File: src/rtl/abr_params_pkg.sv
// Shared ML-DSA parameters and the w1Encode controller state type.
// Also holds a small width helper used for the counter sizing.
package abr_params_pkg;

  localparam int MLDSA_N = 256;
  localparam int MLDSA_K = 8;
  localparam int W1_BITS = 4;

  typedef enum logic [1:0] {
    IDLE  = 2'd0,
    PACK  = 2'd1,
    DRAIN = 2'd2
  } w1enc_state_e;

  // Counter width for a modulus, never narrower than one bit.
  function automatic int clog2_min1(input int v);
    return (v > 1) ? $clog2(v) : 1;
  endfunction

endpackage

File: src/rtl/decompose_w1encode_fifo.sv
// Two-entry synchronous FIFO holding packed words plus their poly-last flag.
// Reset and zeroize both clear the storage so a cleared FIFO presents all zeros.
module decompose_w1encode_fifo #(
  parameter int WIDTH = 65
) (
  input  logic             clk,
  input  logic             reset,
  input  logic             zeroize,
  input  logic             push,
  input  logic             pop,
  input  logic [WIDTH-1:0] wdata,
  output logic [WIDTH-1:0] rdata,
  output logic             full,
  output logic             empty,
  output logic [1:0]       cnt
);

  logic [WIDTH-1:0] mem_r [2];
  logic             wr_ptr_r;
  logic             rd_ptr_r;
  logic [1:0]       cnt_r;
  logic             push_s;
  logic             pop_s;

  // Qualify requests so an overfull push or empty pop can never corrupt state.
  always_comb begin
    push_s = push & (cnt_r != 2'd2);
    pop_s  = pop & (cnt_r != 2'd0);
  end

  // Storage, pointers and occupancy.
  always_ff @(posedge clk) begin
    if (reset || zeroize) begin
      mem_r[0] <= '0;
      mem_r[1] <= '0;
      wr_ptr_r <= 1'b0;
      rd_ptr_r <= 1'b0;
      cnt_r    <= 2'd0;
    end else begin
      if (push_s) begin
        mem_r[wr_ptr_r] <= wdata;
        wr_ptr_r        <= ~wr_ptr_r;
      end
      if (pop_s) begin
        rd_ptr_r <= ~rd_ptr_r;
      end
      case ({push_s, pop_s})
        2'b10:   cnt_r <= cnt_r + 2'd1;
        2'b01:   cnt_r <= cnt_r - 2'd1;
        default: cnt_r <= cnt_r;
      endcase
    end
  end

  assign rdata = mem_r[rd_ptr_r];
  assign full  = (cnt_r == 2'd2);
  assign empty = (cnt_r == 2'd0);
  assign cnt   = cnt_r;

endmodule

File: src/rtl/decompose_w1encode.sv
// ML-DSA w1Encode: packs 4-bit w1 coefficients LSB-first into OUT_WIDTH-bit words
// and streams them through a 2-entry FIFO toward the SHAKE message path.
module decompose_w1encode
  import abr_params_pkg::*;
#(
  parameter int NUM_LANES      = 4,
  parameter int OUT_WIDTH      = 64,
  parameter int COEFF_PER_POLY = MLDSA_N,
  parameter int NUM_POLY       = MLDSA_K
) (
  input  logic                           clk,
  input  logic                           reset,
  input  logic                           zeroize,
  input  logic                           start_i,
  input  logic                           w1_valid_i,
  input  logic [W1_BITS*NUM_LANES-1:0]   w1_i,
  output logic                           w1_ready_o,
  output logic [OUT_WIDTH-1:0]           data_o,
  output logic                           data_valid_o,
  input  logic                           data_ready_i,
  output logic                           poly_last_o,
  output logic                           done_o,
  output logic                           overflow_o
);

  localparam int LANE_W = W1_BITS * NUM_LANES;
  localparam int BPW    = OUT_WIDTH / LANE_W;
  localparam int WPP    = COEFF_PER_POLY * W1_BITS / OUT_WIDTH;
  localparam int BEAT_W = clog2_min1(BPW);
  localparam int WORD_W = clog2_min1(WPP);
  localparam int POLY_W = clog2_min1(NUM_POLY);

  w1enc_state_e          state_r;
  logic [BEAT_W-1:0]     beat_cnt_r;
  logic [WORD_W-1:0]     word_cnt_r;
  logic [POLY_W-1:0]     poly_cnt_r;
  logic [OUT_WIDTH-1:0]  acc_r;
  logic                  overflow_r;
  logic                  done_r;

  logic                  w1_ready_s;
  logic                  beat_acc_s;
  logic                  word_end_s;
  logic                  poly_end_s;
  logic                  run_end_s;
  logic                  push_s;
  logic                  pop_s;
  logic [OUT_WIDTH-1:0]  word_s;
  logic [OUT_WIDTH:0]    fifo_rdata_s;
  logic                  fifo_full_s;
  logic                  fifo_empty_s;
  logic [1:0]            fifo_cnt_s;

  // Handshake qualifiers and the word image including the beat being accepted.
  always_comb begin
    w1_ready_s = (state_r == PACK) & ~fifo_full_s;
    beat_acc_s = w1_valid_i & w1_ready_s;
    word_end_s = (beat_cnt_r == BEAT_W'(BPW - 1));
    poly_end_s = (word_cnt_r == WORD_W'(WPP - 1));
    run_end_s  = word_end_s & poly_end_s & (poly_cnt_r == POLY_W'(NUM_POLY - 1));
    push_s     = beat_acc_s & word_end_s;
    pop_s      = ~fifo_empty_s & data_ready_i;
    word_s     = acc_r;
    word_s[int'(beat_cnt_r) * LANE_W +: LANE_W] = w1_i;
  end

  // Controller FSM with counters, accumulator and registered status flags.
  always_ff @(posedge clk) begin
    if (reset || zeroize) begin
      state_r    <= IDLE;
      beat_cnt_r <= '0;
      word_cnt_r <= '0;
      poly_cnt_r <= '0;
      acc_r      <= '0;
      overflow_r <= 1'b0;
      done_r     <= 1'b0;
    end else begin
      done_r <= 1'b0;
      case (state_r)
        IDLE: begin
          if (start_i) begin
            state_r    <= PACK;
            overflow_r <= 1'b0;
          end
        end
        PACK: begin
          if (w1_valid_i && !w1_ready_s) begin
            overflow_r <= 1'b1;
          end
          if (beat_acc_s) begin
            acc_r <= word_s;
            if (word_end_s) begin
              beat_cnt_r <= '0;
              if (poly_end_s) begin
                word_cnt_r <= '0;
                if (run_end_s) begin
                  poly_cnt_r <= '0;
                  state_r    <= DRAIN;
                end else begin
                  poly_cnt_r <= poly_cnt_r + POLY_W'(1);
                end
              end else begin
                word_cnt_r <= word_cnt_r + WORD_W'(1);
              end
            end else begin
              beat_cnt_r <= beat_cnt_r + BEAT_W'(1);
            end
          end
        end
        DRAIN: begin
          // Nothing is pushed here, so popping the sole entry empties the FIFO.
          if (pop_s && (fifo_cnt_s == 2'd1)) begin
            state_r <= IDLE;
            done_r  <= 1'b1;
          end
        end
        default: state_r <= IDLE;
      endcase
    end
  end

  decompose_w1encode_fifo #(
    .WIDTH (OUT_WIDTH + 1)
  ) u_fifo (
    .clk     (clk),
    .reset   (reset),
    .zeroize (zeroize),
    .push    (push_s),
    .pop     (pop_s),
    .wdata   ({poly_end_s, word_s}),
    .rdata   (fifo_rdata_s),
    .full    (fifo_full_s),
    .empty   (fifo_empty_s),
    .cnt     (fifo_cnt_s)
  );

  assign w1_ready_o   = w1_ready_s;
  assign data_o       = fifo_rdata_s[OUT_WIDTH-1:0];
  assign poly_last_o  = fifo_rdata_s[OUT_WIDTH];
  assign data_valid_o = ~fifo_empty_s;
  assign done_o       = done_r;
  assign overflow_o   = overflow_r;

endmodule

File: config.mk
export PLATFORM = sky130hd
export DESIGN_NAME = decompose_w1encode
export DESIGN_NICKNAME = d
export VERILOG_FILES = /design/src/rtl/abr_params_pkg.sv /design/src/rtl/decompose_w1encode_fifo.sv /design/src/rtl/decompose_w1encode.sv
export SDC_FILE = /design/constraint.sdc
export NUM_CORES = 1
export LEC_CHECK = 0
export ABC_AREA = 1
export BUFFER_PORTS_ARGS = -buffer_cell sky130_fd_sc_hd__buf_2
export CORE_ASPECT_RATIO = 0.5
export CORE_UTILIZATION = 59
export DETAILED_ROUTE_END_ITERATION = 10
export PLACE_DENSITY_LB_ADDON = 0.12
export SYNTH_ARGS = -nofsm -noshare
export SYNTH_HDL_FRONTEND = slang
export SYNTH_SLANG_ARGS = --single-unit
File: constraint.sdc
create_clock -name clk -period 3.62 [get_ports clk]
set_input_delay 0.181 -clock clk [delete_from_list [all_inputs] [get_ports clk]]
set_output_delay 0.181 -clock clk [all_outputs]
set_load 0.02 [all_outputs]
* Yosys cells after proc, flatten, opt, wreduce, memory -nomap -nowiden
Memories as Yosys holds them, arrays and structs flattened. A register that Yosys moved wholly into a read port is not among the register bits.
Cells that the tools add are included.
** Storage, ports and cells
- Bits in registers :: 81
- Latch bits :: 0
- Bits in writable memories :: 130
- Bits in read-only memories :: 0
- Input bits :: 22
- Output and inout bits :: 69
- Logic and storage cells :: 91
- Memories :: 1
** Memories
- u_fifo.mem_r :: words 2, width 65, rd ports 1, clocked after memory_dff 1, wr ports 2, line decompose_w1encode_fifo.sv:18 : logic [WIDTH-1:0] mem_r [2];
** Cells by class
- Add/sub/neg operators :: 6
- Multiply operators :: 0
- Div/mod/pow operators :: 0
- Order comparisons :: 0
- Equality and inequality tests :: 17
- Shift operators :: 2
- Multiplexer cells :: 26
- Bitwise operators :: 13
- Reductions and logical operators :: 16
** Operator list (count)
- 2-to-1 mux 65 bit :: 1
- OR reduction 65 bit :: 1
- bitwise mux 64 bit :: 1
- variable shift 16 x 33 -> 64 bit (first input constant) :: 1
- indexed part select 16 x 33 -> 64 bit :: 1
- negation 6 -> 33 bit :: 1
- 2-to-1 mux 2 bit :: 7
- != test 2 bit (second input constant) :: 7
- 2-to-1 mux 1 bit :: 12
- bitwise AND 1 bit :: 8
- == test 2 bit (second input constant) :: 4
- == test 2 x 1 -> 1 bit (second input constant) :: 3
- one-hot mux 2 bit (3 select lines) :: 1
- AND reduction 3 bit :: 2
- AND reduction 6 bit :: 1
- nonzero test 2 bit :: 3
- inverter 1 bit :: 5
- adder 2 x 1 -> 2 bit (second input constant) :: 2
- adder 4 x 1 -> 4 bit (second input constant) :: 1
- == test 4 bit (second input constant) :: 1
- logical NOT 2 bit :: 2
- 2-to-1 mux 4 bit :: 1
- one-hot mux 2 bit (2 select lines) :: 1
- AND reduction 4 bit :: 1
- 11 further kinds :: 12

* Depth between registers and ports, before layout
- Depth after elaboration :: 11
- Gate-level depth with buffers :: 12
- Gate-level depth less buffers :: 8

* Modules after synthesis
Synthesis repeated with hierarchy kept, for this count alone.
** Unflattened totals
- Cell total of the unflattened synthesis :: 1017
- Area total of the unflattened synthesis :: 9824.4 µm²
** Modules (own cells, without submodules)
- decompose_w1encode_fifo :: instances 1, cells an instance 451, area an instance 5806.8 µm²
- decompose_w1encode :: instances 1, cells an instance 566, area an instance 4017.6 µm²

* Worst setup path after synthesis
OpenSTA, ideal clock, no wires.
- Path type :: register -> register
- Start point :: reg u_fifo.cnt_r[0] (netlist: u_fifo.cnt[0])
- End point :: mem u_fifo.mem_r[0][0], enable pin
- Arrival :: 2764 ps
- Data required time :: 3195 ps
- Slack :: 432 ps
- Cell stages (with the launch flop) :: 10
- Buffers on the path :: 2
- Cells stage by stage :: dfxtp_1 -> inv_1 -> ha_1 -> inv_1 -> nand4_4 -> nor2_1 -> nand2_1 -> buf_6 -> buf_6 -> nand2_1
** RTL lines
- start, declared :: line decompose_w1encode_fifo.sv:21 : logic [1:0] cnt_r;
- start signal, assigned :: line decompose_w1encode_fifo.sv:48 : 2'b10: cnt_r <= cnt_r + 2'd1;
- start signal, assigned :: line decompose_w1encode_fifo.sv:49 : 2'b01: cnt_r <= cnt_r - 2'd1;
- start signal, assigned :: line decompose_w1encode_fifo.sv:50 : default: cnt_r <= cnt_r;
- end, declared :: line decompose_w1encode_fifo.sv:18

==> results.sh <==
export IMPL_cts_htree_levels=1
export IMPL_dr_first_iter_drc_count=680
export IMPL_run_status="finished with violations"
export IMPL_timing_final_hold_violations=0
export IMPL_synth_sequential_area_ratio_pct=59.7
export IMPL_most_repeated_library_cell_on_the_critical_path="sky130_fd_sc_hd__nor2_1"
export IMPL_hold_start="w1_valid_i"
export IMPL_vias_per_cell=5.60
export IMPL_number_of_register_bits_inferred_by_synthesis=212
export IMPL_route_detailed_wl_per_inst_um=17.3
export IMPL_n_antenna_cell=0
export IMPL_leakage_nw=4.26
export IMPL_drive_gt1_share_pct=22.5
export IMPL_postSynthNetCount=929
export IMPL_number_of_buffers_inserted_by_port_buffering=90
export IMPL_synth_lib_cells_used_distinct=28
export IMPL_synthToLayoutAreaGrowth_pct=12.3
export IMPL_top_level_ports=91
export IMPL_hp_class="input port to flop"
export IMPL_post_synth_instance_area_um2=9300
export IMPL_postRouteAntennaNets=0
export IMPL_worst_endpoint_required_ns=3.96
export IMPL_grt_remaining_overflow=0
export IMPL_first_global_vias=6370
export IMPL_placement_cell_area_um2=9800
export IMPL_clk_insertion_delay_late_ns=0.50
export IMPL_crit_type="flop to flop"
export IMPL_worst_setup_path_start_kind="flop"
export IMPL_floorplan_die_width_um=180
export IMPL_post_synth_cell_area_avg_um2=10.4
export IMPL_gpl_final_weighted_congestion=0.845
export IMPL_place_inst=1139
export IMPL_layout_cells_non_filler=1174
export IMPL_design_die_area_um2=16300
export IMPL_synth_flop_cell="sky130_fd_sc_hd__edfxtp_1"
export IMPL_synth_top_cell_area_share_pct=42.0
export IMPL_core_um2=15400
export IMPL_crit_arrival_ns=3.19
export IMPL_nets=992
export IMPL_crit_path_max_incr_delay_ns=0.75
export IMPL_series_of_cell_instances_along_the_critical_path="inv_1 > ha_1 > nand2_1 > nor2_1 > a22oi_1 > nor2_1"
export IMPL_timing_max_transition_violations_final=0
export IMPL_global_route_wire_length_before_repair_um=32400
export IMPL_critical_path_s_slowest_cell="sky130_fd_sc_hd__nor2_1"
export IMPL_critPathMaxFanout=21
export IMPL_synth_top_cells_by_area="sky130_fd_sc_hd__edfxtp_1 42%, sky130_fd_sc_hd__dfxtp_1 18%, sky130_fd_sc_hd__mux2_2 7.9%"
export IMPL_tightestPinTransition_ns=0.982
export IMPL_vdd_ir_drop_worst_v=0.000370
export IMPL_synthesis_yosys_warnings=0
export IMPL_routed_via_count=6575
export IMPL_power_density_cell_area_nw_per_um2=477
export IMPL_clock_tree_root_cell="sky130_fd_sc_hd__clkbuf_16"
export IMPL_synthDominantAreaCellType="sky130_fd_sc_hd__edfxtp_1"
export IMPL_final_period_minus_worst_setup_slack_ns=2.84
export IMPL_hpwl_um=12400
export IMPL_dieHeight_um=90.8
export IMPL_failed_checks="DRC"
export IMPL_clock_pin_slew_of_the_registers_on_the_worst_case_setup_and_hold_paths_ns=0.07
export IMPL_timing_max_cap_violations=0
export IMPL_rr_startpoint="beat_cnt_r[0]"
export IMPL_rows=32
export IMPL_cts_sink_count=212
export IMPL_drc_errors=7
export IMPL_first_pass_iters=9
export IMPL_clock_path_buffers=3
export IMPL_detail_route_wirelength_um=20300
export IMPL_final_period_utilization_pct=78.5
export IMPL_grt_max_degree=129
export IMPL_worst_setup_path_end_kind="flop"
export IMPL_groute_usage_overall_pct=25.1
export IMPL_timing_critical_path_from="beat_cnt_r[0]"
export IMPL_totalNegativeSetupSlack_ns=0
export IMPL_slew_headroom_pct=34.3
export IMPL_start_util_pct=60.3
export IMPL_finalSetupViolCount=0
export IMPL_post_synth_arst_share_pct=0
export IMPL_rsz0062_at_grt="false"
export IMPL_fmax_mhz=352
export IMPL_initial_antenna_violation_count=0
export IMPL_number_of_flops_mapped_to_enable_cells_by_yosys=130
export IMPL_tritoncts_num_buffers=19
export IMPL_cts_repair_timing_setup_buffer_count=0
export IMPL_clock_tree_from_tritoncts="done"
export IMPL_worst_clock_skew_ns=0.0206
export IMPL_synth_cells=894
export IMPL_final_area_um2=10400
-- final timing paths --
check                   endpoint  slack, ns  cells after the start
max          u_fifo.mem_r[1][25]       0.78                      6
min                   overflow_o       0.04                      3
max reg2reg  u_fifo.mem_r[1][25]       0.78                      6
min reg2reg               done_o       0.47                      1
-- metal layers --
layer  vias to the layer above  GRT usage (%)  share of wire, %
met1                      3186           35.3                46
met2                       202           41.0                46
met3                        27           4.68               6.1
li1                       3160              -                 -
met4                         0           5.03               1.5
met5                         -              0                 0
-- cells in the final DEF (no fill, tap or decap), types with 3 or more instances in the layout --
master and count:
sky130_fd_sc_hd__a21oi_1 72, sky130_fd_sc_hd__a22oi_1 32, sky130_fd_sc_hd__buf_12 4, sky130_fd_sc_hd__buf_2 90, sky130_fd_sc_hd__buf_4 3, sky130_fd_sc_hd__clkbuf_1 3
sky130_fd_sc_hd__clkbuf_16 19, sky130_fd_sc_hd__clkbuf_8 3, sky130_fd_sc_hd__clkinv_2 4, sky130_fd_sc_hd__dfxtp_1 81, sky130_fd_sc_hd__edfxtp_1 130, sky130_fd_sc_hd__ha_1 13
sky130_fd_sc_hd__inv_1 118, sky130_fd_sc_hd__inv_2 4, sky130_fd_sc_hd__mux2_2 65, sky130_fd_sc_hd__nand2_1 41, sky130_fd_sc_hd__nand2_2 3, sky130_fd_sc_hd__nand3_1 6
sky130_fd_sc_hd__nor2_1 147, sky130_fd_sc_hd__nor2_2 13, sky130_fd_sc_hd__o21ai_0 68, sky130_fd_sc_hd__o22ai_1 32, sky130_fd_sc_hd__xor2_1 3
-- worst max-delay path: cells and delay by family (launching register included) --
kind	cells	cell delay, ns
and+or+nand+nor	3	1.02
DFF	1	0.73
adders and majority gates	1	0.43
AOI/OAI and AO/OA	1	0.31
buffers and inverters	1	0.20
-- logic make-up (layout without fill, tap and decap cells) --
kind of cell    count (synthesis)  after routing  synth area share (%)
simple gates                  218            218                  9.74
compound gates                204            204                  12.3
mux                            65             65                  7.87
fa+ha+maj                      13             13                  1.75
buf+inv                       178            254                  8.33
flops                         212            212                  59.6
xor+xnor                        4              4                 0.377
-- per-stage QoR --
stage                     worst slack [ns]  hold WS [ns]  power [mW]  utilization, %
after floorplan                      0.432         0.341        2.87               -
after global placement               0.970         0.455        2.96            63.6
after detailed placement             0.909         0.464        2.97            63.6
after CTS                            0.849        0.0239        5.01            67.7
after global routing                 0.490        0.0373        5.12            67.7
final                                0.778        0.0406        4.98            67.7
-- sequential cells by signal (all words and copies together), names as in the netlist, named ones only --
name             cells
u_fifo.rd_ptr_r      1
word_cnt_r           4
beat_cnt_r           2
u_fifo.wr_ptr_r      1
u_fifo.mem_r       130
state_r              2
overflow_o           1
poly_cnt_r           3
done_o               1
acc_r               64
u_fifo.cnt           2
-- cell usage after synthesis, drive strengths merged, types with 7 or more instances --
cell,n
ha,13
mux2,65
o22ai,32
a22oi,32
edfxtp,130
nor2,161
buf,42
nand2,44
inv,122
a21oi,72
dfxtp,82
o21ai,68
nand3,7
clkbuf,14
-- layout make-up --
type                    count  area, um^2
multi-input cells         504        2990
inverters                 122         458
clock buffers              25         528
fillers                  1200        4970
clock inverters             9         101
flip-flops and latches    212        5550
repair buffers             98         563
well taps                 204         255
-- timing repair --
| item | in CTS | in global routing |
|---|---|---|
| gates resized for setup | 0 | 0 |
| hold buffers | 1 | 0 |
| hold endpoints to repair | 1 | 0 |
-- power by group --
group          total (mW)  switching, mW  internal (mW)
Sequential           2.64         0.0209           2.62
Combinational       0.274          0.189         0.0850
Clock                2.07          0.888           1.18
Total                4.98           1.10           3.89
Note: power is estimated with default switching activity, not from simulation.
